## src/rtl/fir_out_requant_decim.sv

```systemverilog
// fir_out_requant_decim: warm-up discard, decimation, round/saturate requant and FWFT output FIFO
// Ports: clk, clr_n (async active-low reset), flush (sync clear of datapath/FIFO/counters),
//        in_valid/in_data (full-precision FIR samples), out_valid/out_ready/out_data (FIFO head),
//        sat_flag/ovf_flag (sticky status), status_clr (sync flag clear, set wins)
module fir_out_requant_decim #(
    parameter int IN_WIDTH   = 23,
    parameter int OUT_WIDTH  = 12,
    parameter int SHIFT      = 8,
    parameter int DECIM      = 2,
    parameter int WARMUP     = 16,
    parameter int FIFO_DEPTH = 4
) (
    input  logic                 clk,
    input  logic                 clr_n,
    input  logic                 flush,
    input  logic                 in_valid,
    input  logic [IN_WIDTH-1:0]  in_data,
    output logic                 out_valid,
    input  logic                 out_ready,
    output logic [OUT_WIDTH-1:0] out_data,
    output logic                 sat_flag,
    output logic                 ovf_flag,
    input  logic                 status_clr
);
    localparam int WW = $clog2(WARMUP + 1) > 0 ? $clog2(WARMUP + 1) : 1;
    localparam int PW = DECIM > 1 ? $clog2(DECIM) : 1;
    localparam int AW = $clog2(FIFO_DEPTH);
    localparam int CW = AW + 1;
    localparam logic [WW-1:0] WARM_INIT = WW'(WARMUP);
    localparam logic [PW-1:0] PHASE_LAST = PW'(DECIM - 1);
    localparam logic [CW-1:0] FULL_CNT = CW'(FIFO_DEPTH);
    localparam logic signed [IN_WIDTH:0] HALF = (IN_WIDTH + 1)'(1 << (SHIFT - 1));
    localparam logic signed [IN_WIDTH:0] QMAX = (IN_WIDTH + 1)'((1 << (OUT_WIDTH - 1)) - 1);
    localparam logic signed [IN_WIDTH:0] QMIN = (IN_WIDTH + 1)'(-(1 << (OUT_WIDTH - 1)));
    localparam logic [OUT_WIDTH-1:0] OMAX = {1'b0, {(OUT_WIDTH - 1){1'b1}}};
    localparam logic [OUT_WIDTH-1:0] OMIN = {1'b1, {(OUT_WIDTH - 1){1'b0}}};

    logic [WW-1:0]        warm;
    logic [PW-1:0]        phase;
    logic                 s1_valid;
    logic [OUT_WIDTH-1:0] s1_data;
    logic [OUT_WIDTH-1:0] mem [FIFO_DEPTH];
    logic [AW-1:0]        wptr, rptr;
    logic [CW-1:0]        count;
    logic [OUT_WIDTH-1:0] last_data;
    logic signed [IN_WIDTH:0] sum, q;
    logic                 hi, lo, keep, empty, full, pop, wr;
    logic [OUT_WIDTH-1:0] sat_val;

    // One extra bit of headroom so adding the rounding half never wraps
    assign sum     = signed'({in_data[IN_WIDTH-1], in_data}) + HALF;
    assign q       = sum >>> SHIFT;
    assign hi      = q > QMAX;
    assign lo      = q < QMIN;
    assign sat_val = hi ? OMAX : lo ? OMIN : q[OUT_WIDTH-1:0];

    assign keep      = in_valid && warm == '0 && phase == '0;
    assign empty     = count == '0;
    assign full      = count == FULL_CNT;
    assign pop       = !empty && out_ready;
    // A pop in the same cycle frees the slot, so a full FIFO still accepts the write
    assign wr        = s1_valid && (!full || pop);
    assign out_valid = !empty;
    assign out_data  = empty ? last_data : mem[rptr];

    always_ff @(posedge clk or negedge clr_n) begin
        if (!clr_n) begin
            warm      <= WARM_INIT;
            phase     <= '0;
            s1_valid  <= 1'b0;
            s1_data   <= '0;
            wptr      <= '0;
            rptr      <= '0;
            count     <= '0;
            last_data <= '0;
            sat_flag  <= 1'b0;
            ovf_flag  <= 1'b0;
        end else if (flush) begin
            warm     <= WARM_INIT;
            phase    <= '0;
            s1_valid <= 1'b0;
            wptr     <= '0;
            rptr     <= '0;
            count    <= '0;
        end else begin
            if (in_valid) begin
                if (warm != '0)
                    warm <= warm - WW'(1);
                else
                    phase <= phase == PHASE_LAST ? '0 : phase + PW'(1);
            end
            s1_valid <= keep;
            if (keep)
                s1_data <= sat_val;
            if (pop) begin
                rptr      <= rptr + AW'(1);
                last_data <= mem[rptr];
            end
            if (wr)
                wptr <= wptr + AW'(1);
            count    <= count + CW'(wr) - CW'(pop);
            sat_flag <= (sat_flag && !status_clr) || (keep && (hi || lo));
            ovf_flag <= (ovf_flag && !status_clr) || (s1_valid && full && !pop);
        end
    end

    always_ff @(posedge clk) begin
        if (clr_n && !flush && wr)
            mem[wptr] <= s1_data;
    end
endmodule

```

## config.mk

```make
export PLATFORM = sky130hd
export DESIGN_NAME = fir_out_requant_decim
export DESIGN_NICKNAME = d
export VERILOG_FILES = /design/src/rtl/fir_out_requant_decim.sv
export SDC_FILE = /design/constraint.sdc
export NUM_CORES = 1
export LEC_CHECK = 0
export ABC_AREA = 1
export CAP_MARGIN = 10
export CORE_MARGIN = 5
export CORE_UTILIZATION = 32
export DETAILED_ROUTE_END_ITERATION = 8
export PLACE_DENSITY_LB_ADDON = 0.08
export SLEW_MARGIN = 20
export SYNTH_ARGS = -nofsm -noshare
export SYNTH_HDL_FRONTEND = slang
export SYNTH_SLANG_ARGS = --single-unit
```

## constraint.sdc

```tcl
create_clock -name clk -period 3.4 [get_ports clk]
set_clock_uncertainty 0.15 [all_clocks]
set_input_delay 0.51 -clock clk [delete_from_list [all_inputs] [get_ports clk]]
set_output_delay 0.51 -clock clk [all_outputs]
set_load 0.01 [all_outputs]
```

==> qor.txt, run 1 <==
Status = finished, final reports clean
Net Count, Synth = 465
Met1 GRT Util = 16.3%
Final Cycle Share = 89.4%
Reg clk slew, reported paths = 0.06 ns
Die area = 0.0153 mm²
Final Core Density = 39.6%
Pleak = 2.02 nW
Avg WL per Cell = 13.0 µm
Top_reg_cell synth = edfxtp_1
Least-Margin Pin Slew = 0.624 ns
Layout cell share with drive strength beyond 1 = 10.3%
Global route overflow = 0
H-tree levels = 3
DIE WIDTH = 124 µm
Vias per inst = 4.52
Final slew viol count = 0
Number of global-route vias before repair = 2917
Final setup vio count = 0
RSZ-0062 raised after global routing = false
Root Buffer Master = clkbuf_16
CTS Buf Count = 9
Crit path DAT = 2.38 ns
Post-synth ARST share = 45.5%
Avg Inst Size Synth = 9.69 µm²
Area grow syn2layout = 21.1%
Netlist cell types = 31
GR peak layer = met2
Cell Pwr Density = 716 mW/mm²
PortBufs = 36
Post-route ant nets = 0
Fin crit period = 3.04 ns
Most frequent cells in the layout = nand2_1 (73), nor2_1 (59), o21ai_0 (57), edfxtp_1 (48), inv_1 (46)
Commonest non-fill, non-tap cell in the layout = nand2_1
Final hold slack = 0.137 ns
Critical Path RT = 2.74 ns
First-pass GRT wire length = 14400 µm
Post-synth EDFFs = 48
Worst path cell trace = or2_2 -> nor2_1 -> inv_1 -> o21ai_0 -> clkdlybuf4s50_1
HP Class = input pin to async pin
Final Non-Filler Cells = 646
Mapped cell area = 0.00413 mm²
Drt pass-1 iters = 4
Layout fillers = 1312
# rows = 41
Nets = 508
CP delay by family, top = buffers and inverters
Fmax = 329 MHz
Antenna violations before repair = 0
Largest net degree at the start of global routing = 41
Core area = 0.0126 mm²
ANT cells = 0
CTS tree = yes
Clock latency on the worst-skew pair = 0.33 ns
Slowest-stage cell, CP = clkdlybuf4s50_1
Yosys Warn Count = 0
Type of element launching the critical path = flop
Largest stage delay on the critical path = 0.58 ns
Initial Util = 32.7%
Number of setup buffers added after CTS = 0
Post-route setup TNS = 0 ns
Final Hold Fails = 0
Worst Path Buf+Inv = 2
Post-Place Cells = 630
Die height = 124 µm
Iter 0 DRT Violations = 150
Via Count = 2922
Crit Path Category = flop to output pin
Synthesized instance count = 426
Ports = 44
Global-route usage over all layers = 12.2%
Final WL = 8430 µm
Placer Congestion = 0.792
Number of remaining DRC errors = 0
Slew margin rel. = 58.4%
Clock buffer depth = 2
Clock sink total = 88
Post-CTS Hold Fix Bufs = 0
M2 GR Usage = 19.4%
Maximum vdd drop = 0.236 mV
Worst Setup End Kind = output pin
Worst-path maximum fanout = 25
Synthesized flop and latch total = 88
Share of the yosys chip area belonging to registers = 59.2%
Grt met3 use = 2.36%
Post-DP HPWL = 5930 µm
Max Cap Viol = 0
Post-CTS Resized = 0
report_power, final:
group	internal, mW	switching (mW)
Combinational	0.482	0.589
Sequential	1.40	0.145
Clock	0.592	0.379
final timing paths:
| kind | startpoint | endpoint | slack [ns] | cells after the start |
|---|---|---|---|---|
| min in group clk | ovf_flag | ovf_flag | 0.36 | 2 |
| setup reg to reg | count[1] | count[2] | 0.74 | 13 |
| setup / recovery | count[1] | out_data[7] | 0.36 | 5 |
| hold reg to reg | ovf_flag | ovf_flag | 0.36 | 2 |
| hold / removal | clr_n | count[1] | 0.14 | 2 |
| max in group asynchronous | clr_n | warm[4] | 2.59 | 2 |
per-layer routing:
layer  vias to the layer above  share of wire (%)  wire length [µm]
li1                       1507                  -                 -
met1                      1352                 49              4150
met2                        56                 46              3840
met3                         7                4.0               333
met4                         0                1.1                95
met5                         -                  0                 0
registers in the layout, summed over array words and instances (netlist names):
register / cells
last_data: 12
s1_valid: 1
sat_flag: 1
warm: 5
count: 3
rptr: 2
s1_data: 12
wptr: 2
ovf_flag: 1
mem: 48
phase: 1
worst reg2reg max path, stage by stage, from the launching register on:
cell and delay [ns]:
dfrtp_1 0.42, or2_2 0.31, nor2_1 0.14, nor2_1 0.11, nor2_1 0.14, inv_1 0.05
nand2_1 0.10, ha_1 0.24, inv_1 0.05, ha_1 0.13, inv_1 0.05, fa_1 0.37
and3_1 0.18, nor3_1 0.13
logic make-up after synthesis:
family	after synthesis	synth area share [%]
adder cells (fa/ha/maj)	10	3.21
AO/OA/AOI/OAI	89	12.4
buffers and inverters	62	6.06
XOR/XNOR	11	2.33
AND/OR/NAND/NOR	166	16.8
flip-flops	88	59.2
cells in the mapped netlist, types with 2 or more instances:
master | count | share of area [%]
nand3_1 | 15 | 1.8
o21ai_0 | 57 | 6.9
o22ai_1 | 13 | 2.0
nand2_2 | 3 | 0.45
nand2_1 | 73 | 6.6
ha_1 | 9 | 2.7
buf_2 | 2 | 0.24
xnor2_1 | 2 | 0.42
inv_1 | 46 | 4.2
a21oi_2 | 11 | 2.3
buf_6 | 2 | 0.55
nor2_2 | 5 | 0.76
xor2_1 | 9 | 1.9
a21oi_1 | 5 | 0.61
nor2_1 | 59 | 5.4
clkbuf_1 | 10 | 0.91
edfxtp_1 | 48 | 35
dfrtp_1 | 39 | 24
nor3_1 | 2 | 0.24
nand4_1 | 5 | 0.76
stage by stage:
stage / cell area [µm²] / power, mW / setup WS (ns)
after floorplan: 4130 / 2.16 / 0.979
after global placement: 4710 / 2.62 / 0.512
after detailed placement: 4710 / 2.65 / 0.456
after CTS: 5000 / 3.64 / 0.327
after global routing: 5000 / 3.84 / 0.192
final: 5000 / 3.58 / 0.359
area by class of cell:
cell class | instances | area, µm² | area share [%]
flip-flops and latches | 88 | 2440 | 48.9
clock inverters | 2 | 38.8 | 0.776
well taps | 172 | 215 | 4.30
inverters | 47 | 176 | 3.53
multi-input cells | 276 | 1440 | 28.7
clock buffers | 14 | 254 | 5.08
repair buffers | 47 | 438 | 8.76
(Power assumes the default switching activity.)
==> inputs of run 2 (changes only) <==
==> constraint.sdc (replaced) <==
create_clock -name clk -period 3.25 [get_ports clk]
set_clock_uncertainty 0.15 [all_clocks]
set_input_delay 0.4875 -clock clk [delete_from_list [all_inputs] [get_ports clk]]
set_output_delay 0.4875 -clock clk [all_outputs]
set_load 0.01 [all_outputs]
==> qor.txt, run 2 (synthesized netlist as in run 1, its figures left out) <==
Clock latency on the worst-skew pair = 0.33 ns (about the same)
Slew margin rel. = 64.3% (+5.9 points)
# rows = 41 (unchanged)
Number of remaining DRC errors = 0 (unchanged)
ANT cells = 0 (unchanged)
Pre-CTS setup slack = 0.339 ns (-0.117 ns)
RSZ-0062 raised after global routing = false
H-tree levels = 3 (unchanged)
Global-route usage over all layers = 12.1% (-0.053 points)
Most frequent cells in the layout = nand2_1 (73), nor2_1 (58), o21ai_0 (57), edfxtp_1 (48), inv_1 (45)
Final setup vio count = 0 (unchanged)
GR peak layer = met2
Least-Margin Pin Slew = 0.535 ns (-0.0883 ns)
DIE WIDTH = 124 µm (unchanged)
Drt pass-1 iters = 4 (unchanged)
Worst-path maximum fanout = 13 (-48%)
Root Buffer Master = clkbuf_16
Area grow syn2layout = 21.1% (about the same)
Largest stage delay on the critical path = 0.57 ns (about the same)
Die area = 0.0153 mm² (unchanged)
Commonest non-fill, non-tap cell in the layout = nand2_1
Type of element launching the critical path = flop
Critical Path RT = 2.61 ns (-0.13 ns)
Layout fillers = 1319 (+0.53%)
Largest net degree at the start of global routing = 41 (unchanged)
Max reg flops = 48 (unchanged)
Status = finished, final reports clean
Ports = 44 (unchanged)
Initial Util = 32.7% (unchanged)
Max Cap Viol = 0 (unchanged)
M2 GR Usage = 19.1% (-0.30 points)
Met1 GRT Util = 16.4% (+0.048 points)
Iter 0 DRT Violations = 132 (-12%)
Vias per inst = 4.42 (-2.3%)
Final WL = 8520 µm (+1.1%)
Maximum vdd drop = 0.247 mV (+4.6%)
CTS tree = yes
Total power = 3.71 mW (+3.5%)
CTS Buf Count = 9 (unchanged)
Placer Congestion = 0.799 (+0.92%)
Number of global-route vias before repair = 2851 (-2.3%)
Clock sink total = 88 (unchanged)
Grt met3 use = 2.59% (+0.23 points)
Reg with most FFs = mem
Worst Setup End Kind = output pin
First-pass GRT wire length = 14300 µm (-0.72%)
Final slew viol count = 0 (unchanged)
Nets = 510 (+0.39%)
Biggest regs = mem (48), last_data (12), s1_data (12)
Clock buffer depth = 2 (unchanged)
PnR worst setup slack = 0.269 ns (-0.0897 ns)
Reg clk slew, reported paths = 0.06 ns (about the same)
Pleak = 2.01 nW (-0.48%)
Die height = 124 µm (unchanged)
Layout cell share with drive strength beyond 1 = 11.6% (+1.2 points)
Post-route ant nets = 0 (unchanged)
HP Class = input pin to async pin
Final Cycle Share = 91.7%
Avg WL per Cell = 13.1 µm (+0.76%)
Worst path cell trace = or2_2 -> nor2_4 -> clkinvlp_4 -> buf_4 -> o21ai_0 -> clkdlybuf4s50_1
Crit Path Category = flop to output pin
Post-DP HPWL = 5930 µm (about the same)
Via Count = 2864 (-2.0%)
Crit path DAT = 2.34 ns (-0.04 ns)
Slowest-stage cell, CP = clkdlybuf4s50_1
Global route overflow = 0 (unchanged)
Post-route setup TNS = 0 ns (unchanged)
Cell Pwr Density = 742 mW/mm² (+3.6%)
Fin crit period = 2.98 ns
Fmax = 335 MHz
Core area = 0.0126 mm² (unchanged)
Final Hold Fails = 0 (unchanged)
Antenna violations before repair = 0 (unchanged)
PortBufs = 36 (unchanged)
Area of the multi-input gates = 0.00144 mm² (+0.52%)
Register area = 0.00244 mm² (unchanged)
==> run 2: cell types whose count changed in the layout (fill, tap and decap cells not counted), sizes merged <==
cell / delta
clkbuf: -4
clkinv: +3
clkinvlp: +3
buf: +1
bufinv: -1
==> run 2: final timing paths <==
| path | startpoint | endpoint | slack [ns] | depth (start not counted) |
|---|---|---|---|---|
| worst max-delay path | count[1] | out_data[7] | 0.27 | 6 |
| worst min-delay path | clr_n | count[1] | 0.12 | 2 |
| worst max register to register | count[1] | count[2] | 0.48 | 13 |
| worst min register to register | ovf_flag | ovf_flag | 0.36 | 2 |
| max in group asynchronous | clr_n | s1_data[1] | 2.46 | 2 |
| min in group clk | ovf_flag | ovf_flag | 0.36 | 2 |
==> run 2: routing by layer <==
| layer | wire length [µm] | share of wire (%) | vias to the layer above |
|---|---|---|---|
| met1 | 4250 | 50 | 1301 |
| met2 | 3870 | 45 | 47 |
| met4 | 134 | 1.6 | 0 |
| li1 | - | - | 1506 |
| met5 | 0 | 0 | - |
| met3 | 256 | 3.0 | 10 |
==> run 2: power breakdown <==
| part | internal, mW | total [mW] | switching, mW | leakage [nW] |
|---|---|---|---|---|
| registers | 1.46 | 1.61 | 0.155 | 0.929 |
| clock network | 0.514 | 0.925 | 0.411 | 0.130 |
| logic | 0.526 | 1.17 | 0.642 | 0.951 |
| total | 2.50 | 3.71 | 1.21 | 2.01 |
==> run 2: layout make-up <==
| cell class | instances | area share (%) |
|---|---|---|
| timing repair buffer | 48 | 8.91 |
| timing repair inverter | 1 | 0.150 |
| multi-input combinational | 276 | 28.9 |
| sequential | 88 | 48.9 |
| inverter | 47 | 3.60 |
| clock buffer | 10 | 4.58 |
| clock inverter | 6 | 0.701 |
| tap | 172 | 4.31 |
==> run 2: metrics by stage <==
stage | utilization, % | hold WS [ns] | area (µm²) | instances
floorplan | - | 0.0419 | 4130 | 426
CTS | 39.4 | 0.130 | 4970 | 646
global route | 39.6 | 0.179 | 5000 | 648
global placement | 37.3 | 0.342 | 4710 | 630
detailed placement | 37.3 | 0.347 | 4710 | 630
finish | 39.6 | 0.117 | 5000 | 648
==> run 2: critical path, delay by kind of cell, from the launching register on <==
kind,cells,cell delay [ns]
AOI/OAI and AO/OA,1,0.18
buffers and inverters,3,0.85
DFF,1,0.43
and+or+nand+nor,2,0.54
==> run 2: timing repair <==
item / in CTS / in global routing
setup buffers: 0 / 1
setup endpoints to repair: 0 / 4
gates resized for setup: 0 / 4
hold buffers: 0 / 0
==> inputs of run 3 (changes only) <==
--- a/config.mk
+++ b/config.mk
@@ -7,7 +7,7 @@
 export LEC_CHECK = 0
 export ABC_AREA = 1
 export CAP_MARGIN = 10
-export CORE_MARGIN = 5
+export CORE_MARGIN = 2
 export CORE_UTILIZATION = 32
 export DETAILED_ROUTE_END_ITERATION = 8
 export PLACE_DENSITY_LB_ADDON = 0.08
==> qor.txt, run 3 (synthesized netlist as in run 1, its figures left out) <==
Status = finished, final reports clean
Fmax = 334 MHz (-0.40%)
Clock buffer depth = 2 (unchanged)
Post-DP HPWL = 5650 µm (-4.7%)
Global route overflow = 0 (unchanged)
Clock latency on the worst-skew pair = 0.34 ns (about the same)
CTS Buf Count = 9 (unchanged)
Final slew viol count = 0 (unchanged)
Slowest-stage cell, CP = clkdlybuf4s50_1
Post-route setup TNS = 0 ns (unchanged)
Worst R2R End = count[2]
Post-CTS Resized = 0 (unchanged)
Reg with most FFs = mem
Max reg flops = 48 (unchanged)
Nets = 510 (unchanged)
Global-route usage over all layers = 13.0% (+0.85 points)
Die height = 118 µm (-4.9%)
Vias per inst = 4.36 (-1.4%)
Total power = 3.79 mW (+2.3%)
Largest stage delay on the critical path = 0.57 ns (about the same)
Largest net degree at the start of global routing = 41 (unchanged)
Crit Path Category = flop to output pin
Area grow syn2layout = 21.6%
DIE WIDTH = 118 µm (-4.9%)
RSZ-0062 raised after global routing = false
Flop2flop setup slack = 0.42 ns (-0.06 ns)
Cell Pwr Density = 755 mW/mm² (+1.8%)
Final WL = 8460 µm (-0.60%)
Core area = 0.0126 mm² (unchanged)
CTS tree = yes
Layout fillers = 1283 (-2.7%)
Final Cycle Share = 92.1% (+0.36 points)
Worst Setup End Kind = output pin
Number of global-route vias before repair = 2691 (-5.6%)
Pleak = 2.01 nW (+0.16%)
Max Cap Viol = 0 (unchanged)
Least-Margin Pin Slew = 0.533 ns (-0.00205 ns)
Final Non-Filler Cells = 648 (unchanged)
ANT cells = 0 (unchanged)
Biggest regs = mem (48), last_data (12), s1_data (12)
Post-Place Cells = 630 (unchanged)
Avg WL per Cell = 13.1 µm (-0.60%)
First-pass GRT wire length = 14000 µm (-2.2%)
Reg clk slew, reported paths = 0.06 ns (about the same)
Post-route ant nets = 0 (unchanged)
Slew margin rel. = 64.5% (+0.14 points)
Maximum vdd drop = 0.237 mV (-4.2%)
Worst Setup SP = count[1]
Placer Congestion = 0.815 (+2.1%)
# rows = 41 (unchanged)
Clock sink total = 88 (unchanged)
Final setup vio count = 0 (unchanged)
Iter 0 DRT Violations = 204 (+55%)
Initial Util = 32.7% (unchanged)
HP Class = input pin to async pin
Crit path DAT = 2.36 ns (+0.02 ns)
Worst setup path end = out_data[7]
Commonest non-fill, non-tap cell in the layout = nand2_1
Worst-path maximum fanout = 7 (-6)
PortBufs = 36 (unchanged)
Most frequent cells in the layout = nand2_1 (73), nor2_1 (58), o21ai_0 (57), edfxtp_1 (48), inv_1 (45)
Number of setup buffers added after CTS = 0 (unchanged)
Type of element launching the critical path = flop
H-tree levels = 3 (unchanged)
Final hold slack = 0.118 ns (+0.00103 ns)
Die area = 0.0138 mm² (-9.5%)
Layout cell share with drive strength beyond 1 = 11.3% (-0.21 points)
Ports = 44 (unchanged)
Antenna violations before repair = 0 (unchanged)
Final Hold Fails = 0 (unchanged)
Depth of the worst register-to-register path = 13 (unchanged)
Drt pass-1 iters = 4 (unchanged)
Fin crit period = 2.99 ns (+0.0119 ns)
Via Count = 2824 (-1.4%)
Root Buffer Master = clkbuf_16
Number of remaining DRC errors = 0 (unchanged)
Reg-to-Reg Start = count[1]
Post-CTS Hold Fix Bufs = 0 (unchanged)
Worst path cell trace = or2_2 -> nor2_4 -> clkinvlp_4 -> o21ai_0 -> clkdlybuf4s50_1
Critical Path RT = 2.61 ns (about the same)
run 3: critical path: cells and delay by family (launching register included):
family,cells,cell delay [ns]
AO/OA/AOI/OAI,1,0.23
buffers and inverters,2,0.80
AND/OR/NAND/NOR,2,0.56
flip-flops,1,0.42
run 3: how the worst min path moves through the flow:
stage          startpoint       end  slack (ns)  cells after the start
6_report            clr_n  count[2]        0.12                      2
5_1_grt             clr_n  count[1]        0.16                      2
4_1_cts             clr_n  count[2]        0.13                      2
3_5_place_dp     ovf_flag  ovf_flag        0.35                      2
3_3_place_gp     ovf_flag  ovf_flag        0.34                      2
2_1_floorplan       clr_n  count[0]        0.04                      0
run 3: layout make-up:
| class | instances | area [µm²] | share of cell area, % |
|---|---|---|---|
| clock buffers | 10 | 229 | 4.56 |
| clock inverters | 6 | 58.8 | 1.17 |
| inverters | 47 | 180 | 3.59 |
| multi-input cells | 276 | 1440 | 28.7 |
| flip-flops and latches | 88 | 2440 | 48.7 |
| well taps | 172 | 215 | 4.28 |
| repair buffers | 47 | 438 | 8.72 |
| repair inverters | 2 | 15.0 | 0.299 |
run 3: metrics by stage:
stage | setup slack, ns | util, % | area (µm²)
2_1_floorplan | 0.829 | - | 4130
3_3_place_gp | 0.398 | 37.3 | 4710
3_5_place_dp | 0.350 | 37.3 | 4710
4_1_cts | 0.198 | 39.6 | 5000
5_1_grt | 0.0944 | 39.8 | 5020
6_report | 0.257 | 39.8 | 5020
run 3: routing by layer:
metal,global-route usage [%],vias up,wire length (µm)
met1,17.6,1258,4140
li1,-,1505,-
met3,3.44,8,343
met4,4.89,0,120
met5,0,-,0
met2,20.0,53,3860
run 3: report_power, final:
group	switching, mW	leakage, nW	internal (mW)
Clock	0.421	0.138	0.592
Sequential	0.148	0.929	1.46
Combinational	0.653	0.946	0.519
